$ cat src/rtl/lte_dw_dfe_trans_pkg.sv
// Shared definitions for the DFE transpose buffer: bandwidth selector codes,
// reader FSM states and the o_xant group-period helper.
package lte_dw_dfe_trans_pkg;

  localparam logic [1:0] MOD_10M = 2'd1;
  localparam logic [1:0] MOD_15M = 2'd2;
  localparam logic [1:0] MOD_20M = 2'd3;

  typedef enum logic [1:0] {
    RD_IDLE = 2'd0,
    RD_I    = 2'd1,
    RD_Q    = 2'd2
  } rd_state_e;

  // Number of antenna groups per o_xant period for a given bandwidth.
  function automatic logic [1:0] xant_groups(input logic [1:0] mod_sel);
    logic [1:0] groups;
    case (mod_sel)
      MOD_10M, MOD_15M: groups = 2'd2;
      MOD_20M:          groups = 2'd1;
      default:          groups = 2'd1;
    endcase
    return groups;
  endfunction

endpackage

$ cat src/rtl/lte_dw_dfe_trans_plane_ram.sv
// Simple dual-port RAM for one IQ plane: one write port, one read port with
// a registered, resettable read output.
module lte_dw_dfe_trans_plane_ram #(
  parameter int DEPTH = 16,
  parameter int W     = 16,
  parameter int AW    = $clog2(DEPTH)
) (
  input  logic          i_clk,
  input  logic          i_rst_n,
  input  logic          i_we,
  input  logic [AW-1:0] i_waddr,
  input  logic [W-1:0]  i_wdata,
  input  logic          i_re,
  input  logic [AW-1:0] i_raddr,
  output logic [W-1:0]  o_rdata
);

  logic [W-1:0] r_mem [DEPTH];
  logic [W-1:0] r_rdata;

  // Storage array, no reset so it maps onto RAM primitives.
  always_ff @(posedge i_clk) begin
    if (i_we) begin
      r_mem[i_waddr] <= i_wdata;
    end
  end

  // Registered read port.
  always_ff @(posedge i_clk) begin
    if (!i_rst_n) begin
      r_rdata <= {W{1'b0}};
    end else if (i_re) begin
      r_rdata <= r_mem[i_raddr];
    end
  end

  assign o_rdata = r_rdata;

endmodule

$ cat src/rtl/lte_dw_dfe_trans_inf_xn.sv
// DFE transpose buffer: packed IQ samples in, NUM_ANT I words then NUM_ANT Q words out,
// ping-pong banked. Optional drop counter enabled by LTE_DW_DFE_TRANS_OVF_CNT_EN.
module lte_dw_dfe_trans_inf_xn
  import lte_dw_dfe_trans_pkg::*;
#(
  parameter int NUM_ANT = 8,
  parameter int IQ_W    = 16
) (
  input  logic              sys_clk_491p52,
  input  logic              sys_rst_491p52,
  input  logic [1:0]        i_mod_sel,
  input  logic              i_fram,
  input  logic              i_vld,
  input  logic [2*IQ_W-1:0] i_data,
  output logic              o_vld,
  output logic              o_fram,
  output logic              o_xant,
  output logic [IQ_W-1:0]   o_data,
`ifdef LTE_DW_DFE_TRANS_OVF_CNT_EN
  output logic              o_ovf,
  output logic [15:0]       o_ovf_cnt
`else
  output logic              o_ovf
`endif
);

  localparam int AW = $clog2(NUM_ANT);
  localparam logic [AW-1:0] LAST_IDX = AW'(NUM_ANT - 1);

  logic [AW-1:0] r_wr_idx, w_wr_idx, r_rd_idx;
  logic          r_wr_bank, r_rd_bank, r_fram_pend, r_ovf, r_grp_cnt;
  logic [1:0]    r_full, r_bank_fram, w_set, w_full_la, w_rel_mask;
  logic          r_sel_q, r_vld, r_fram_o, r_xant;
  logic          w_frm, w_wr_ok, w_drop, w_last_wr, w_rd_re, w_release, w_grp, w_xant_hit;
  logic [IQ_W-1:0] w_i_rd, w_q_rd;
  rd_state_e     r_state, w_state_nxt;

  // Write-side decode; w_full_la lets the reader chain onto a group completing this cycle.
  always_comb begin
    w_frm     = i_fram & i_vld;
    w_wr_idx  = w_frm ? {AW{1'b0}} : r_wr_idx;
    w_wr_ok   = i_vld & ~r_full[r_wr_bank];
    w_drop    = i_vld & r_full[r_wr_bank];
    w_last_wr = w_wr_ok & (w_wr_idx == LAST_IDX);
    w_set     = 2'b00;
    if (w_last_wr) begin
      w_set[r_wr_bank] = 1'b1;
    end else begin
      w_set = 2'b00;
    end
    w_full_la = r_full | w_set;
  end

  // Writer index/bank, bank-full flags (release applied before set), frame tags, overflow.
  always_ff @(posedge sys_clk_491p52) begin
    if (!sys_rst_491p52) begin
      r_wr_idx    <= {AW{1'b0}};
      r_wr_bank   <= 1'b0;
      r_full      <= 2'b00;
      r_bank_fram <= 2'b00;
      r_fram_pend <= 1'b0;
      r_ovf       <= 1'b0;
    end else begin
      if (w_wr_ok) begin
        r_wr_idx <= w_last_wr ? {AW{1'b0}} : w_wr_idx + AW'(1);
      end else if (w_frm) begin
        r_wr_idx <= {AW{1'b0}};
      end
      if (w_last_wr) begin
        r_wr_bank              <= ~r_wr_bank;
        r_bank_fram[r_wr_bank] <= r_fram_pend;
        r_fram_pend            <= 1'b0;
      end else if (w_frm) begin
        r_fram_pend <= 1'b1;
      end
      r_full <= (r_full & ~w_rel_mask) | w_set;
      if (w_frm) begin
        r_ovf <= w_drop;
      end else if (w_drop) begin
        r_ovf <= 1'b1;
      end
    end
  end

  // Reader next-state and group-period decode.
  always_comb begin
    w_state_nxt = r_state;
    w_rd_re     = 1'b0;
    w_release   = 1'b0;
    w_rel_mask  = 2'b00;
    case (r_state)
      RD_IDLE: begin
        if (w_full_la[r_rd_bank]) w_state_nxt = RD_I;
        else                      w_state_nxt = RD_IDLE;
      end
      RD_I: begin
        w_rd_re = 1'b1;
        if (r_rd_idx == LAST_IDX) w_state_nxt = RD_Q;
        else                      w_state_nxt = RD_I;
      end
      RD_Q: begin
        w_rd_re = 1'b1;
        if (r_rd_idx == LAST_IDX) begin
          w_release             = 1'b1;
          w_rel_mask[r_rd_bank] = 1'b1;
          w_state_nxt           = w_full_la[~r_rd_bank] ? RD_I : RD_IDLE;
        end else begin
          w_state_nxt = RD_Q;
        end
      end
      default: w_state_nxt = RD_IDLE;
    endcase
    w_grp      = r_bank_fram[r_rd_bank] ? 1'b0 : r_grp_cnt;
    w_xant_hit = (xant_groups(i_mod_sel) == 2'd1) | w_grp;
  end

  // Reader state, read address and registered output strobes.
  always_ff @(posedge sys_clk_491p52) begin
    if (!sys_rst_491p52) begin
      r_state   <= RD_IDLE;
      r_rd_idx  <= {AW{1'b0}};
      r_rd_bank <= 1'b0;
      r_grp_cnt <= 1'b0;
      r_vld     <= 1'b0;
      r_sel_q   <= 1'b0;
      r_fram_o  <= 1'b0;
      r_xant    <= 1'b0;
    end else begin
      r_state <= w_state_nxt;
      if (w_rd_re) begin
        r_rd_idx <= r_rd_idx + AW'(1);
      end
      if (w_release) begin
        r_rd_bank <= ~r_rd_bank;
        r_grp_cnt <= ~w_grp;
      end
      r_vld    <= w_rd_re;
      r_sel_q  <= (r_state == RD_Q);
      r_fram_o <= (r_state == RD_I) & (r_rd_idx == {AW{1'b0}}) & r_bank_fram[r_rd_bank];
      r_xant   <= w_release & w_xant_hit;
    end
  end

  lte_dw_dfe_trans_plane_ram #(.DEPTH(2*NUM_ANT), .W(IQ_W)) u_i_plane (
    .i_clk   (sys_clk_491p52),
    .i_rst_n (sys_rst_491p52),
    .i_we    (w_wr_ok),
    .i_waddr ({r_wr_bank, w_wr_idx}),
    .i_wdata (i_data[2*IQ_W-1:IQ_W]),
    .i_re    (w_rd_re),
    .i_raddr ({r_rd_bank, r_rd_idx}),
    .o_rdata (w_i_rd)
  );

  lte_dw_dfe_trans_plane_ram #(.DEPTH(2*NUM_ANT), .W(IQ_W)) u_q_plane (
    .i_clk   (sys_clk_491p52),
    .i_rst_n (sys_rst_491p52),
    .i_we    (w_wr_ok),
    .i_waddr ({r_wr_bank, w_wr_idx}),
    .i_wdata (i_data[IQ_W-1:0]),
    .i_re    (w_rd_re),
    .i_raddr ({r_rd_bank, r_rd_idx}),
    .o_rdata (w_q_rd)
  );

  assign o_vld  = r_vld;
  assign o_fram = r_fram_o;
  assign o_xant = r_xant;
  assign o_data = r_sel_q ? w_q_rd : w_i_rd;
  assign o_ovf  = r_ovf;

`ifdef LTE_DW_DFE_TRANS_OVF_CNT_EN
  logic [15:0] r_ovf_cnt;

  // Saturating count of dropped samples, restarted by each frame header.
  always_ff @(posedge sys_clk_491p52) begin
    if (!sys_rst_491p52) begin
      r_ovf_cnt <= 16'd0;
    end else if (w_frm) begin
      r_ovf_cnt <= w_drop ? 16'd1 : 16'd0;
    end else if (w_drop && (r_ovf_cnt != 16'hFFFF)) begin
      r_ovf_cnt <= r_ovf_cnt + 16'd1;
    end
  end

  assign o_ovf_cnt = r_ovf_cnt;
`endif

endmodule

$ cat config.mk
export PLATFORM = sky130hd
export DESIGN_NAME = lte_dw_dfe_trans_inf_xn
export DESIGN_NICKNAME = d
export VERILOG_FILES = /design/src/rtl/lte_dw_dfe_trans_pkg.sv /design/src/rtl/lte_dw_dfe_trans_plane_ram.sv /design/src/rtl/lte_dw_dfe_trans_inf_xn.sv
export SDC_FILE = /design/constraint.sdc
export NUM_CORES = 1
export LEC_CHECK = 0
export ABC_AREA = 1
export CELL_PAD_IN_SITES_DETAIL_PLACEMENT = 1
export CELL_PAD_IN_SITES_GLOBAL_PLACEMENT = 1
export CORE_ASPECT_RATIO = 1.1
export CORE_MARGIN = 2
export CORE_UTILIZATION = 30
export DETAILED_ROUTE_END_ITERATION = 6
export DONT_BUFFER_PORTS = 1
export PLACE_DENSITY = 0.53
export SYNTH_ARGS = -nofsm -noshare
export SYNTH_HDL_FRONTEND = slang
export SYNTH_SLANG_ARGS = --single-unit
$ cat constraint.sdc
create_clock -name sys_clk_491p52 -period 4.5 [get_ports sys_clk_491p52]
set_clock_uncertainty 0.05 [all_clocks]
set_input_delay 0.675 -clock sys_clk_491p52 [delete_from_list [all_inputs] [get_ports sys_clk_491p52]]
set_output_delay 0.675 -clock sys_clk_491p52 [all_outputs]
set_load 0.05 [all_outputs]
* After elaboration in Yosys (flattened, before gate mapping)
Memories as Yosys holds them, arrays and structs flattened. A register that Yosys moved wholly into a read port is not among the register bits.
Cells that the tools add are included.
** Storage, ports and cells
- RAM bits :: 512
- Flip-flop bits (word level) :: 21
- Output and inout bits :: 20
- Input port bits :: 38
- Memories kept :: 2
** Operators by class
- Mux-type cells :: 34
- $lt $le $gt $ge :: 5
- Equality and inequality tests :: 7
- Bitwise logic cells :: 17
- Add/subtract/negate cells :: 2
- Reduce and logical (&&, ||, !) cells :: 10
** Memories
- u_i_plane.r_mem :: words 16, bits a word 16, read ports 1, clocked after memory_dff 1, write ports 1, line lte_dw_dfe_trans_plane_ram.sv:18 : logic [W-1:0] r_mem [DEPTH];
- u_q_plane.r_mem :: words 16, bits a word 16, read ports 1, clocked after memory_dff 1, write ports 1, line lte_dw_dfe_trans_plane_ram.sv:18
** Operator list (number)
- 2-to-1 mux 1 bit :: 20
- 2-to-1 mux 16 bit :: 1
- 2-to-1 mux 2 bit :: 6
- 2-to-1 mux 3 bit :: 3
- AND 1 bit :: 7
- adder 3 x 1 -> 3 bit (second input constant) :: 2
- == test 2 x 1 -> 1 bit (second input constant) :: 3
- == test 3 bit (second input constant) :: 2
- < comparator 1 x 2 -> 1 bit (second input constant) :: 3
- one-hot mux 2 bit (3 select lines) :: 1
- OR reduction 2 bit :: 3
- inverter 1 bit :: 5
- == test 2 bit (second input constant) :: 2
- bitwise OR 2 bit :: 2
- logical NOT 3 bit :: 1
- AND 2 bit :: 1
- bitwise mux 2 bit :: 1
- demux 1 bit (select 1 bit) :: 2
- >= comparator 1 bit (second input constant) :: 2
- logical AND 1 bit :: 2
- logical NOT 1 bit :: 2
- logical NOT 2 bit :: 1
- inverter 2 bit :: 1
- nonzero test 2 bit :: 1
- bitwise OR 1 bit :: 1

* Longest topological paths before layout
- Depth in word-level cells :: 12
- Gate-level depth with buffers :: 12

* Modules after synthesis
A second synthesis with hierarchy kept.
** Unflattened totals
- Cell total of the unflattened synthesis :: 2046
- Area, all modules :: 23244.8 µm²
** By module, submodules not included
- lte_dw_dfe_trans_plane_ram at u_i_plane :: cells each 951, times used 1, area an instance 11038.1 µm², seq. area each 8007.7 µm²
- lte_dw_dfe_trans_plane_ram at u_q_plane :: cells each 953, times used 1, area an instance 11038.1 µm², seq. area each 8007.7 µm²
- lte_dw_dfe_trans_inf_xn :: cells each 142, times used 1, area an instance 1168.6 µm², seq. area each 420.4 µm²

* Worst setup path before layout
Ideal clock, no wire load.
- Path type :: input port to flip-flop
- Start point :: in i_vld
- End point :: mem u_i_plane.r_mem[11][0], enable pin
- Setup time :: 421 ps
- Data required time :: 4029 ps
- Cell stages on the path :: 6
- Buffers on the path :: 0
- Arrival :: 2613 ps
- Setup slack :: 1416 ps
- Cell sequence :: nand2_1 > nand2_1 > inv_1 > ha_1 > nand2_1 > nor2_1
** On the way
- Longest elaborated chain between the ends :: 3
- Elaborated cells between the ends (all ways) :: 5
- Those cells by class :: mux (3); bitwise (2)
** RTL lines
- start, declared :: line lte_dw_dfe_trans_inf_xn.sv:13 : input logic i_vld,
- AND 1 bit :: line lte_dw_dfe_trans_inf_xn.sv:42 : w_wr_ok = i_vld & ~r_full[r_wr_bank];
- 2-to-1 mux 1 bit :: line lte_dw_dfe_trans_plane_ram.sv:23 : if (i_we) begin
- 2-to-1 mux 1 bit (not written as such) :: line lte_dw_dfe_trans_plane_ram.sv:24 : r_mem[i_waddr] <= i_wdata;
- end, declared :: line lte_dw_dfe_trans_plane_ram.sv:18
Parallel ways exist; a longest one is shown, timed or not.

==> out/results.txt <==
Dividing the detail-routed wire length by the instance count gives 21.8 µm. The pin count of the biggest net entering global routing was 215; the number of resized instances in the post-cts repair step was 0. Compared with the post-synthesis result, the final layout area differs by 13.1%. Counting instances, the worst hold path has a depth of 0. The peak supply drop was 0.000224 V. The run gives 9.27 nW as the static leakage power.

Setup repair after global routing left no endpoint under its margin. For the area of the core region, the log shows 0.0760 mm². The count of nets left with antenna violations once routing finished came out at 0.

The classification of the worst-slack hold path was input port to flop. Floorplan die width: 268 µm. The run gives 0 as the number of hold violations in the final report. The logs give 565 for the clock sink total and 35600 µm for the detailed-placement wirelength estimate.

Counting flops with a built-in enable in the synthesized netlist gives 512. TritonCTS built the clock tree. After floorplanning, the core was divided into 106 placement rows. Post-CTS timing repair inserted 0 buffers for setup. Commonest register cell after synthesis: sky130_fd_sc_hd__edfxtp_1. The register-to-register path setup slack came out at 1250 ps.

The flow ran to the end, and the final reports show no timing, DRC or antenna violations. The logs give 0.303 for the starting density of the core and 0 ps for the sum of negative setup slack. The first detailed-routing pass ran for 5 iterations.

The tree is rooted in a sky130_fd_sc_hd__clkbuf_16. The number of buffers and inverters on the critical path is 3. Grouping stages by cell kind, the critical path spends the most delay in buffers and inverters. The clock passes through at most 3 buffers. For the worst flop-to-flop path, the logic depth is 10. At the end of routability-driven placement, the weighted congestion stood at 0.729.

The critical path goes through clkinv_8 > buf_4 > nand2_1 > nand3_1 > nand3_1 > nand2_1 > nand2_1 > nand3_1 > nand2_1 > inv_1. The clock reaches the later pin of the worst-skew pair after 590 ps. The cell area that synthesis handed to floorplanning was 0.0230 mm².

The first global-routing pass estimated 101000 µm of wire. The tools report the total via count after detailed routing as 15.0k. Averaged over all synthesized cells, the footprint is 11.3 µm². For the worst setup path, the data arrival time is 3680 ps. The number of port buffers was 0; the number of setup violations in the final report was 0. The die is 294 µm tall.

The biggest area contributor in the post-synthesis netlist is sky130_fd_sc_hd__edfxtp_1. The kind of critical path is flop to flop. The synthesis-stage register bit count is 565. Slowest cell on the critical path: sky130_fd_sc_hd__dfxtp_4. The initial antenna violation count is 0. The total power density per cell area was 430 mW/mm².

Element type at the critical path start: a flop. For the number of DRC markers after the initial detailed-route iteration, the log shows 986. Hold-fix buffer count after cts: 0. The logs give 0.342 for the final design utilization and 3 for the deepest level of the CTS H-tree. Number of instances in the synthesized netlist: 2029.

The library cell with the highest instance count after synthesis is sky130_fd_sc_hd__nand2_1. The upper clock frequency limit was 308 MHz; the slew of the pin with the lowest slew margin was 1400 ps. Timing analysis after detailed placement gives a worst setup slack of 1420 ps. Total number of cells along the worst setup path: 10. Dividing the detail-routed via count by the number of cells gives 4.86. In the post-synthesis netlist, the biggest area contributors are sky130_fd_sc_hd__edfxtp_1 67%, sky130_fd_sc_hd__nand2_1 12%, sky130_fd_sc_hd__nand3_1 9.1%. The top cell type's share of synthesized area works out to 0.668. The clock-pin slew on the worst setup and hold paths is 60 ps, and the overall overflow remaining after global route is 0. After filler insertion, the fill cell instance count of the layout stands at 8190.

The run gives 67 as the CTS buffer count. The longest individual stage delay on the worst path came out at 700 ps. The via count of the first global-routing pass came out at 15.5k. The worst path in the final design needs a cycle of 3250 ps, including I/O delays and setup. In the routed design, unresolved DRC markers number 0.

Worst slew margin relative to its limit: 0.0639. The portion of the clock cycle consumed by the worst path in the final layout works out to 0.721. The part of the Yosys area used for sequential elements was 0.714. The data required time at the worst endpoint was 4940 ps.

In this design, the critical path's most frequently occurring cell is sky130_fd_sc_hd__nand2_1. The commonest cells after synthesis are 719 x sky130_fd_sc_hd__nand2_1, 512 x sky130_fd_sc_hd__edfxtp_1, 419 x sky130_fd_sc_hd__nand3_1. The proportion of layout cells with a drive suffix above 1 is 0.0719, and the async set-reset flop share out of synthesis is 0. The total nets after synthesis came out at 2079. The tools report the final-stage net count as 2058. For this block, the routed nets add up to 67200 µm of wire. The tools report the number of different library cells in the post-synthesis netlist as 26. The run gives 0 as the synthesis warning total. Count of final max-slew check failures: 0.

Of all nets on the critical path, the largest fanout is 214. After layout, the worst setup slack is 1250 ps. The number of antenna diodes in the final layout is 0. Across the run, the number of max-cap violations was 0.

The tools report the global-route total usage across every layer as 0.172. The element type at the critical path end is a flop. For the top-level port count, the log shows 58.

For the die footprint, the log shows 0.0789 mm².
[kinds of logic after synthesis]
family | Yosys count | synth area share
AOI/OAI and AO/OA | 63 | 0.0145
xor gates and xnor gates | 1 | 0.000381
adders and majority gates | 12 | 0.00653
buffers and inverters | 194 | 0.0461
DFF | 565 | 0.714
muxes | 1 | 0.000435
and+or+nand+nor | 1193 | 0.218
[placed cells by master (no fill, tap or decap), types with 2 or more instances in the layout]
cell type | netlist | routed
sky130_fd_sc_hd__nand2_1 | 719 | 719
sky130_fd_sc_hd__edfxtp_1 | 512 | 512
sky130_fd_sc_hd__nand3_1 | 419 | 419
sky130_fd_sc_hd__clkbuf_16 | 0 | 71
sky130_fd_sc_hd__inv_1 | 69 | 66
sky130_fd_sc_hd__dfxtp_1 | 53 | 48
sky130_fd_sc_hd__nor2_1 | 52 | 36
sky130_fd_sc_hd__a21oi_1 | 32 | 32
sky130_fd_sc_hd__buf_4 | 23 | 30
sky130_fd_sc_hd__clkbuf_1 | 29 | 25
sky130_fd_sc_hd__o21ai_1 | 0 | 16
sky130_fd_sc_hd__nor2_4 | 0 | 16
sky130_fd_sc_hd__ha_1 | 12 | 11
sky130_fd_sc_hd__clkinv_1 | 1 | 9
sky130_fd_sc_hd__clkbuf_8 | 0 | 8
sky130_fd_sc_hd__o21ai_0 | 23 | 7
sky130_fd_sc_hd__a211oi_1 | 3 | 3
sky130_fd_sc_hd__a31oi_1 | 3 | 3
sky130_fd_sc_hd__inv_2 | 0 | 3
sky130_fd_sc_hd__buf_12 | 0 | 3
sky130_fd_sc_hd__dfxtp_4 | 0 | 3
sky130_fd_sc_hd__clkinvlp_4 | 0 | 2
sky130_fd_sc_hd__clkinv_2 | 0 | 2
sky130_fd_sc_hd__dfxtp_2 | 0 | 2
[layer usage]
layer	routed length [µm]	global-route usage	share of wire	vias up
met3	2630	0.0254	0.039	77
met2	32200	0.286	0.48	278
met5	0	0	0	-
met1	31100	0.233	0.46	7701
li1	-	-	-	6946
met4	1260	0.0488	0.019	0
[final timing paths]
path | to | from
max | u_i_plane.o_rdata[13] | r_rd_idx[0]
min | u_q_plane.r_mem[4][2] | i_data[2]
max reg2reg | u_i_plane.o_rdata[13] | r_rd_idx[0]
min reg2reg | r_bank_fram[1] | r_bank_fram[1]
[worst register-to-register path: stages (launching register included)]
cell and delay [ps]:
sky130_fd_sc_hd__dfxtp_4 700, sky130_fd_sc_hd__clkinv_8 640, sky130_fd_sc_hd__buf_4 1120, sky130_fd_sc_hd__nand2_1 100
sky130_fd_sc_hd__nand3_1 60, sky130_fd_sc_hd__nand3_1 110, sky130_fd_sc_hd__nand2_1 90, sky130_fd_sc_hd__nand2_1 70
sky130_fd_sc_hd__nand3_1 90, sky130_fd_sc_hd__nand2_1 90, sky130_fd_sc_hd__inv_1 40
[report_power, final]
| part | total [mW] | internal [mW] | leakage [nW] | switching [mW] |
|---|---|---|---|---|
| Clock | 5.18 | 3.07 | 1.00 | 2.10 |
| Combinational | 0.201 | 0.0513 | 3.21 | 0.150 |
| Sequential | 5.80 | 5.78 | 5.06 | 0.0163 |
| Total | 11.2 | 8.91 | 9.27 | 2.27 |
[area by class of cell]
| type | count | area (µm²) | share of cell area |
|---|---|---|---|
| repair buffers | 33 | 285 | 0.0110 |
| clock buffers | 104 | 1980 | 0.0761 |
| clock inverters | 15 | 97.6 | 0.00375 |
| multi-input cells | 1270 | 5630 | 0.217 |
| flip-flops and latches | 565 | 16400 | 0.632 |
| well taps | 1026 | 1280 | 0.0494 |
| inverters | 71 | 282 | 0.0108 |
[sequential cells by signal, summed over array words and instances (netlist names), 2 cells and up]
signal,flops
u_q_plane.o_rdata,16
r_wr_idx,3
r_full,2
u_i_plane.o_rdata,16
r_rd_idx,3
u_q_plane.r_mem,256
u_i_plane.r_mem,256
r_bank_fram,2
r_state,2
[stage by stage]
step / std cells / power (mW) / area (µm²) / hold WS (ps)
2_1_floorplan: 2029 / 6.04 / 23000 / 389
3_3_place_gp: 2965 / 6.11 / 23900 / 403
3_5_place_dp: 2965 / 6.12 / 23900 / 413
4_1_cts: 3084 / 11.3 / 26000 / 89.5
5_1_grt: 3084 / 11.5 / 26000 / 105
6_report: 3084 / 11.2 / 26000 / 131
(Power assumes the default switching activity.)
==> edit, RTL diff (config.mk and constraints unchanged) <==
The option `LTE_DW_DFE_TRANS_OVF_CNT_EN` is turned on by a define.
--- a/src/rtl/lte_dw_dfe_trans_inf_xn.sv
+++ b/src/rtl/lte_dw_dfe_trans_inf_xn.sv
@@ -1,5 +1,7 @@
 // DFE transpose buffer: packed IQ samples in, NUM_ANT I words then NUM_ANT Q words out,
 // ping-pong banked. Optional drop counter enabled by LTE_DW_DFE_TRANS_OVF_CNT_EN.
+`define LTE_DW_DFE_TRANS_OVF_CNT_EN
+
 module lte_dw_dfe_trans_inf_xn
   import lte_dw_dfe_trans_pkg::*;
 #(
Check against the original RTL (old outputs only; new: o_ovf_cnt): equivalent (equiv_simple and equiv_induct, registers matched by name and starting in step).
==> edit against the unedited design <==
- power increased by 2.5%
- worst setup slack improved by 0.13 ns
- area after synthesis increased by 3.2%
- sequential cell count is 16 higher
- wire length is 3.9% higher
- count of clock-buffer cells in the layout shrank 34
- sequential share of layout area decreased by 1.4 points
- die area grew 3.2%
- design area up 4.2%
- fmax is 4.2% higher
- critical path type is now register to output pin
- critical endpoint is now o_data[12]
==> edit: results (changes against the unedited design) <==
<table>
<tr><th>Metric</th><th>Value</th></tr>
<tr><th colspan="2">Status</th></tr>
<tr><td>Result of the run</td><td>finished, final reports clean</td></tr>
<tr><th colspan="2">Logic synthesis</th></tr>
<tr><td>Mapped Avg Cell Area</td><td>10.9 sq um (-4.0%)</td></tr>
<tr><td>Number of distinct library cells after synthesis</td><td>35 (+35%)</td></tr>
<tr><td>Cell types with the largest area share after synthesis</td><td>sky130_fd_sc_hd__edfxtp_1 (65%), sky130_fd_sc_hd__nand2_1 (12%), sky130_fd_sc_hd__nand3_1 (9.0%)</td></tr>
<tr><td>Post-Syn Nets</td><td>2232 (+7.4%)</td></tr>
<tr><td>Mux share of post-synthesis cell area</td><td>0% (-0.044 points)</td></tr>
<tr><th colspan="2">Setup path</th></tr>
<tr><td>Number of cell instances on the worst register-to-register path</td><td>7 (-3)</td></tr>
<tr><td>Startpoint of the most critical setup path</td><td>r_sel_q</td></tr>
<tr><td>Reg-to-Reg Start</td><td>r_wr_bank</td></tr>
<tr><td>Crit path capture</td><td>o_data[12]</td></tr>
<tr><td>Worst setup slack for register-to-register paths</td><td>1.58 ns (+0.33 ns)</td></tr>
<tr><th colspan="2">Pwr</th></tr>
<tr><td>Worst IR drop on VDD</td><td>0.000310 V (+39%)</td></tr>
<tr><td>Static Leak</td><td>9.68 nW (+4.4%)</td></tr>
<tr><td>Power density normalized to cell area</td><td>423 nW/um^2 (-1.7%)</td></tr>
<tr><td>Combinational-cell power consumption</td><td>234 uW (+16%)</td></tr>
<tr><td>Internal portion of total power</td><td>9.08 mW (+1.9%)</td></tr>
<tr><th colspan="2">Global route</th></tr>
<tr><td>Total track usage</td><td>17.1% (-0.073 points)</td></tr>
<tr><td>Via count of the first global-routing pass</td><td>16500 (+6.0%)</td></tr>
<tr><td>Global Route met1 Usage</td><td>23.5% (+0.12 points)</td></tr>
<tr><td>Pin count of the biggest net entering global routing</td><td>155 (-28%)</td></tr>
<tr><th colspan="2">Route</th></tr>
<tr><td>Routed length per placed instance</td><td>21.5 um (-1.5%)</td></tr>
<tr><td>Total length of routed wires</td><td>69.7 mm (+3.9%)</td></tr>
<tr><th colspan="2">Clocking</th></tr>
<tr><td>CTS HTree Levels</td><td>2 (-1)</td></tr>
<tr><th colspan="2">Placement</th></tr>
<tr><td>Worst slack, placed</td><td>1.07 ns (-0.353 ns)</td></tr>
<tr><th colspan="2">Hold path</th></tr>
<tr><td>Hold path startpoint</td><td>i_data[30]</td></tr>
<tr><th colspan="2">STA</th></tr>
<tr><td>Least-Margin Pin Slew</td><td>1.08 ns (-0.326 ns)</td></tr>
</table>
## edit: cell count changes after synthesis, sizes merged, moves of 4 or more
cell	delta
nand3	+10
dfxtp	+16
nand4	+8
a21oi	+4
buf	-15
clkbuf	+17
inv	+23
nand2	+40
o21ai	+10
nor2	+35
## edit: worst max-delay path, cell delays in order, from the launching register on
cell and delay, ns:
sky130_fd_sc_hd__dfxtp_1 1.03, sky130_fd_sc_hd__nand2_1 0.16, sky130_fd_sc_hd__o21ai_1 0.56
## edit: per-stage QoR
stage	hold WS [ns]	cell area (sq um)
after floorplan	0.379	23700
after global routing	0.0504	27100
final	0.0855	27100
after global placement	0.391	25000
after detailed placement	0.401	25000
after CTS	0.0347	27100
## edit: cell type report
type,count,area (sq um)
clock buffers,70,1580
clock inverters,45,529
fillers,8661,51500
inverters,94,360
multi-input cells,1381,6200
flip-flops and latches,581,16800
well taps,1045,1310
repair buffers,35,363
